`src/rtl/regfile_wb_arbiter.sv`:
```
// Write-back arbiter and pending-write scoreboard for the 32-entry integer register file.
// EXU and LSU share one registered write port under round-robin; issue stalls on WAW.
module regfile_wb_arbiter #(
  parameter int unsigned WIDTH = 32
) (
  input  logic             clk,
  input  logic             rst,
  input  logic             exu_valid,
  output logic             exu_ready,
  input  logic [4:0]       exu_rd,
  input  logic [WIDTH-1:0] exu_data,
  input  logic             lsu_valid,
  output logic             lsu_ready,
  input  logic [4:0]       lsu_rd,
  input  logic [WIDTH-1:0] lsu_data,
  output logic             rf_wen,
  output logic [4:0]       rf_rd_addr,
  output logic [WIDTH-1:0] rf_rd_data,
  input  logic             issue_valid,
  input  logic [4:0]       issue_rd,
  output logic             issue_ready,
  input  logic [4:0]       rs1_addr,
  output logic             rs1_busy,
  input  logic [4:0]       rs2_addr,
  output logic             rs2_busy,
  output logic             sb_err
);

  logic             last_lsu_q, last_lsu_d;
  logic             wen_q, wen_d;
  logic [4:0]       addr_q, addr_d;
  logic [WIDTH-1:0] data_q, data_d;
  logic [31:0]      pending_q, pending_d;
  logic             err_q, err_d;

  logic             xfer;
  logic [4:0]       win_rd;
  logic [WIDTH-1:0] win_data;
  logic             issue_xfer;

  // last_lsu_q = 1 means the LSU won the most recent transfer, so the EXU wins a tie.
  always_comb begin
    exu_ready = exu_valid & (~lsu_valid | last_lsu_q);
    lsu_ready = lsu_valid & (~exu_valid | ~last_lsu_q);
    xfer      = exu_ready | lsu_ready;
    win_rd    = exu_ready ? exu_rd : lsu_rd;
    win_data  = exu_ready ? exu_data : lsu_data;
  end

  always_comb begin
    issue_ready = (issue_rd == 5'd0) | ~pending_q[issue_rd];
    issue_xfer  = issue_valid & issue_ready;
    rs1_busy    = pending_q[rs1_addr];
    rs2_busy    = pending_q[rs2_addr];
  end

  always_comb begin
    last_lsu_d = last_lsu_q;
    wen_d      = 1'b0;
    addr_d     = addr_q;
    data_d     = data_q;
    err_d      = err_q;
    if (xfer) begin
      last_lsu_d = lsu_ready;
      wen_d      = (win_rd != 5'd0);
      addr_d     = win_rd;
      data_d     = win_data;
      if ((win_rd != 5'd0) && !pending_q[win_rd]) begin
        err_d = 1'b1;
      end
    end
  end

  // Clear retires the write emitted this cycle; set and clear never collide on one register.
  always_comb begin
    pending_d = pending_q;
    if (wen_q) begin
      pending_d[addr_q] = 1'b0;
    end
    if (issue_xfer && (issue_rd != 5'd0)) begin
      pending_d[issue_rd] = 1'b1;
    end
    pending_d[0] = 1'b0;
  end

  always_ff @(posedge clk or negedge rst) begin
    if (!rst) begin
      last_lsu_q <= 1'b1;
      wen_q      <= 1'b0;
      addr_q     <= 5'd0;
      data_q     <= '0;
      pending_q  <= '0;
      err_q      <= 1'b0;
    end else begin
      last_lsu_q <= last_lsu_d;
      wen_q      <= wen_d;
      addr_q     <= addr_d;
      data_q     <= data_d;
      pending_q  <= pending_d;
      err_q      <= err_d;
    end
  end

  assign rf_wen     = wen_q;
  assign rf_rd_addr = addr_q;
  assign rf_rd_data = data_q;
  assign sb_err     = err_q;

endmodule

```
`config.mk`:
```
export PLATFORM = sky130hd
export DESIGN_NAME = regfile_wb_arbiter
export DESIGN_NICKNAME = d
export VERILOG_FILES = /design/src/rtl/regfile_wb_arbiter.sv
export SDC_FILE = /design/constraint.sdc
export NUM_CORES = 1
export LEC_CHECK = 0
export CAP_MARGIN = 5
export CORE_MARGIN = 2
export CORE_UTILIZATION = 44
export DETAILED_ROUTE_END_ITERATION = 16
export HOLD_SLACK_MARGIN = 0.12
export PLACE_DENSITY = 0.75
export SETUP_SLACK_MARGIN = 0.5
export SYNTH_ARGS = -nofsm -noshare
export SYNTH_HDL_FRONTEND = slang
export SYNTH_SLANG_ARGS = --single-unit
```
`constraint.sdc`:
```
create_clock -name clk -period 5.8 [get_ports clk]
set_input_delay 1.74 -clock clk [delete_from_list [all_inputs] [get_ports clk]]
set_output_delay 1.74 -clock clk [all_outputs]
set_load 0.01 [all_outputs]
```
==> summary.md <==
| Metric | Value |
|---|---|
| Routed via count divided by cell count | 6.20 |
| Largest net degree at the start of global routing | around 70 |
| Final weighted congestion in routability-driven placement | 0.946 |
| Destination of the worst hold path | pending_q[22]$_DFF_PN0_ |
| VDD IR-drop max | 0.193 mV |
| Part of the Yosys area used for sequential elements | around 38% |
| Library cells used by synthesis | 45 |
| Asr flop ratio synth | 100% |
| Unrepaired setup endpoints after global routing | no |
| Destination of the worst register-to-register timing path | sb_err$_DFFE_PN0P_ |
| Area used by multi-input combinational logic | around 2600 um^2 |
| Number of vias after detailed routing | 4741 |
| Rel. slew slack | ~37% |
| Total clock sinks | just over 70 |
| Number of DRC markers after the initial detailed-route iteration | 478 |
| Cell at the root of the clock tree | sky130_fd_sc_hd__clkbuf_8 |
| FMAX | about 190 MHz |
| Fraction of power spent switching nets | between 30% and 40% |
| GRT overflow | 0 |
| Worst Clk Skew | 10.8 ps |
| Number of DRC violations after detailed routing | 0 |
| Mapped cell area | about 4700 um^2 |
| Pwr dens | ~340 nW/um^2 |
| Clock Latency Late Sink | ~340 ps |
| Die Wd | ~110 um |
| Total design power | approximately 0.0022 W |
| Via count of the first global-routing pass | slightly below 5000 |
| Relative contribution of sequential cells to total power | roughly 44% |
| Standard-cell rows | 37 |
| Initial antenna violation count | 0 |
| Die area | around 12000 um^2 |
| Mapped Avg Cell Area | between 9 and 10 um^2 |
| Final Setup Violations | 0 |
| Post-detailed-route wirelength per cell | a little over 20 um |
| Floorplan core area | 10400 um^2 |
| Portion of the clock cycle consumed by the worst path in the final layout | between 90% and 100% |
| Number of max-capacitance violations reported | 0 |
| Clock power frac | a little under a fifth |
| Post-Synthesis Net Count | a little under 600 |
| Number of iterations in the first detailed-routing pass | 5 |
| Cell leakage power | 2.61 nW |
| Final slew viol count | 0 |
| Hpwl dp | approximately 11000 um |
| CTS tree | built |
| Placed instance count | 748 |
| Detail Route Antenna Nets | 0 |
| Number of failing hold endpoints at the final stage | 0 |
| Required @ worst endpoint | a little over 4000 ps |
| Cell-internal power | roughly 0.0013 W |
| Number of nets in the layout | roughly 720 |
| Register bit count reported by yosys | 71 |
| Worst R2R Path Depth | 7 |
| Number of flops mapped to enable cells by yosys | 0 |
| Critical path arrival | 3490 ps |
| Status | finished clean |
| # fillers | between 800 and 900 |
| Net load switching power | 0.000825 W |
| Clock input transition at the sequential cells of the worst setup and hold paths | 60 ps |
| Worst Hold Path Cells | 2 |
| Number of cells produced by synthesis | about 500 |
| Flip-flop and latch area | approximately 1800 um^2 |
| Crit path time final | 5230 ps |
| Die Span Y | 108 um |
| Yosys warning total | 0 |
| Largest buffer count on any clock path | 2 |
| Layout area overhead | 36.8% |
| Capturing element type of the critical path | primary output |
| Startpoint type of the worst setup path | input pin |
| Primary flip-flop cell chosen by synthesis mapping | sky130_fd_sc_hd__dfrtp_1 |
| Crit Path Category | input pin to primary output |
| Post-CTS setup buffer count | 0 |
| Final WL | around 16000 um |
| Hold_sp | pending_q[22]$_DFF_PN0_ |
| Final Hold Slack | approximately 650 ps |
| Flop2flop setup slack | between 2000 and 3000 ps |
| Startpoint of the worst register-to-register path | last_lsu_q$_DFFE_PN1P_ |
| Total inserted antenna cells | 0 |
| Layout cell share with drive strength beyond 1 | between 10% and 20% |
| Transition time at the pin with the least slew margin | 938 ps |
| Starting utilization of the core area | 45.7% |
| Class of the most critical hold timing path | flip-flop to flip-flop |
| Global-route wire length before repair | between 20000 and 25000 um |
| Portion of total power attributed to combinational logic | a little under two fifths |
| Non-filler cells in the finished layout | around 770 |
| IO buf count | between 100 and 150 |
| Total routing resource utilization after global routing | between 20% and 30% |
| CTS H-Tree Depth | 3 |
| Max Fanout on Critical Path | 4 |
| Number of primary I/O pins | about 140 |
| Cts bufs inserted | 9 |
[through the flow]
stage / setup slack (ps) / TNS (ps) / area, um^2 / util [%]
after floorplan: 615 / 0 / 4740 / -
after CTS: 501 / 0 / 6480 / 62.5
final: 572 / 0 / 6480 / 62.5
after global routing: 533 / 0 / 6480 / 62.5
after detailed placement: -217 / -378 / 6250 / 60.3
after global placement: -111 / -182 / 6250 / 60.3
[final cells by class]
| class | instances | share of cell area (%) |
|---|---|---|
| inverters | 43 | 2.49 |
| flip-flops and latches | 71 | 27.4 |
| repair buffers | 157 | 23.7 |
| multi-input cells | 343 | 40.7 |
| clock inverters | 5 | 0.908 |
| clock buffers | 10 | 2.12 |
| well taps | 136 | 2.63 |
[critical path, cell delays in order]
cell and delay [ps]:
sky130_fd_sc_hd__buf_2 130, sky130_fd_sc_hd__bufbuf_16 260, sky130_fd_sc_hd__mux4_2 480, sky130_fd_sc_hd__mux4_2 460
sky130_fd_sc_hd__mux2_2 270, sky130_fd_sc_hd__buf_2 140
[layout by cell type (no fill, tap or decap), types with 19 or more instances in the layout]
cell	instances
sky130_fd_sc_hd__a21oi_1	37
sky130_fd_sc_hd__a31oi_1	35
sky130_fd_sc_hd__clkdlybuf4s50_1	122
sky130_fd_sc_hd__dfrtp_1	70
sky130_fd_sc_hd__inv_1	42
sky130_fd_sc_hd__mux4_2	37
sky130_fd_sc_hd__nand2_1	19
sky130_fd_sc_hd__nor2_1	44
sky130_fd_sc_hd__o21ai_0	47
sky130_fd_sc_hd__o21ai_1	19
sky130_fd_sc_hd__o22ai_1	35
[how the worst max path moves through the flow]
stage	from	endpoint	slack, ps
after floorplan	rs1_addr[0]	rs1_busy	620
after global placement	issue_rd[0]	issue_ready	-110
after detailed placement	issue_rd[0]	issue_ready	-220
after CTS	rs1_addr[0]	rs1_busy	500
after global routing	rs1_addr[0]	rs1_busy	530
final	rs1_addr[0]	rs1_busy	570
[synth_stat cells (all sizes together), types with 2 or more instances]
library cell	n	area [um^2]
clkbuf	27	101
mux2	7	78.8
o221ai	2	17.5
inv	43	161
nand2	20	77.6
a32oi	2	17.5
nand3	7	35.0
nand3b	8	60.1
or3	4	25.0
mux4	37	833
a21boi	2	15.0
mux2i	8	80.1
nand4b	4	41.3
o21ai	66	330
nor2	44	165
dfrtp	70	1750
a31oi	35	219
nand4	4	43.8
a21oi	37	185
nand2b	3	21.3
or3b	5	43.8
buf	14	63.8
o22ai	35	219
[power by group through the flow]
stage | sequential [W] | clock [W] | combinational, W
global placement | 0.000920 | 0 | 0.000789
detailed placement | 0.000942 | 0 | 0.000814
CTS | 0.000932 | 0.000406 | 0.000812
finish | 0.000958 | 0.000398 | 0.000816
floorplan | 0.000787 | 0 | 0.000547
global route | 0.000964 | 0.000431 | 0.000886
[sequential cells by signal, summed over array words and instances (netlist names)]
| signal | count |
|---|---|
| last_lsu_q | 1 |
| pending_q | 31 |
| rf_rd_addr | 5 |
| rf_rd_data | 32 |
| rf_wen | 1 |
| sb_err | 1 |
[timing repair]
action | CTS | global route
gates cloned | 2 | 0
hold buffers | 0 | 0
setup endpoints to repair | 3 | 3
gates resized for setup | 30 | 5
pin swaps | 0 | 2
[logic make-up after synthesis]
logic type	Yosys count	synth area share (%)
AO/OA/AOI/OAI	187	22.9
buffers and inverters	84	6.89
AND/OR/NAND/NOR	104	11.7
flip-flops	71	37.5
multiplexers	52	20.9
[per-layer routing]
layer	up-vias	track usage, %	share of wire, %
li1	2133	-	-
met1	2307	35.2	38
met2	246	45.6	48
met3	53	7.81	9.3
met4	2	10.6	3.9
met5	-	3.33	0.11
No activity file was read; power rests on OpenSTA's default activity.
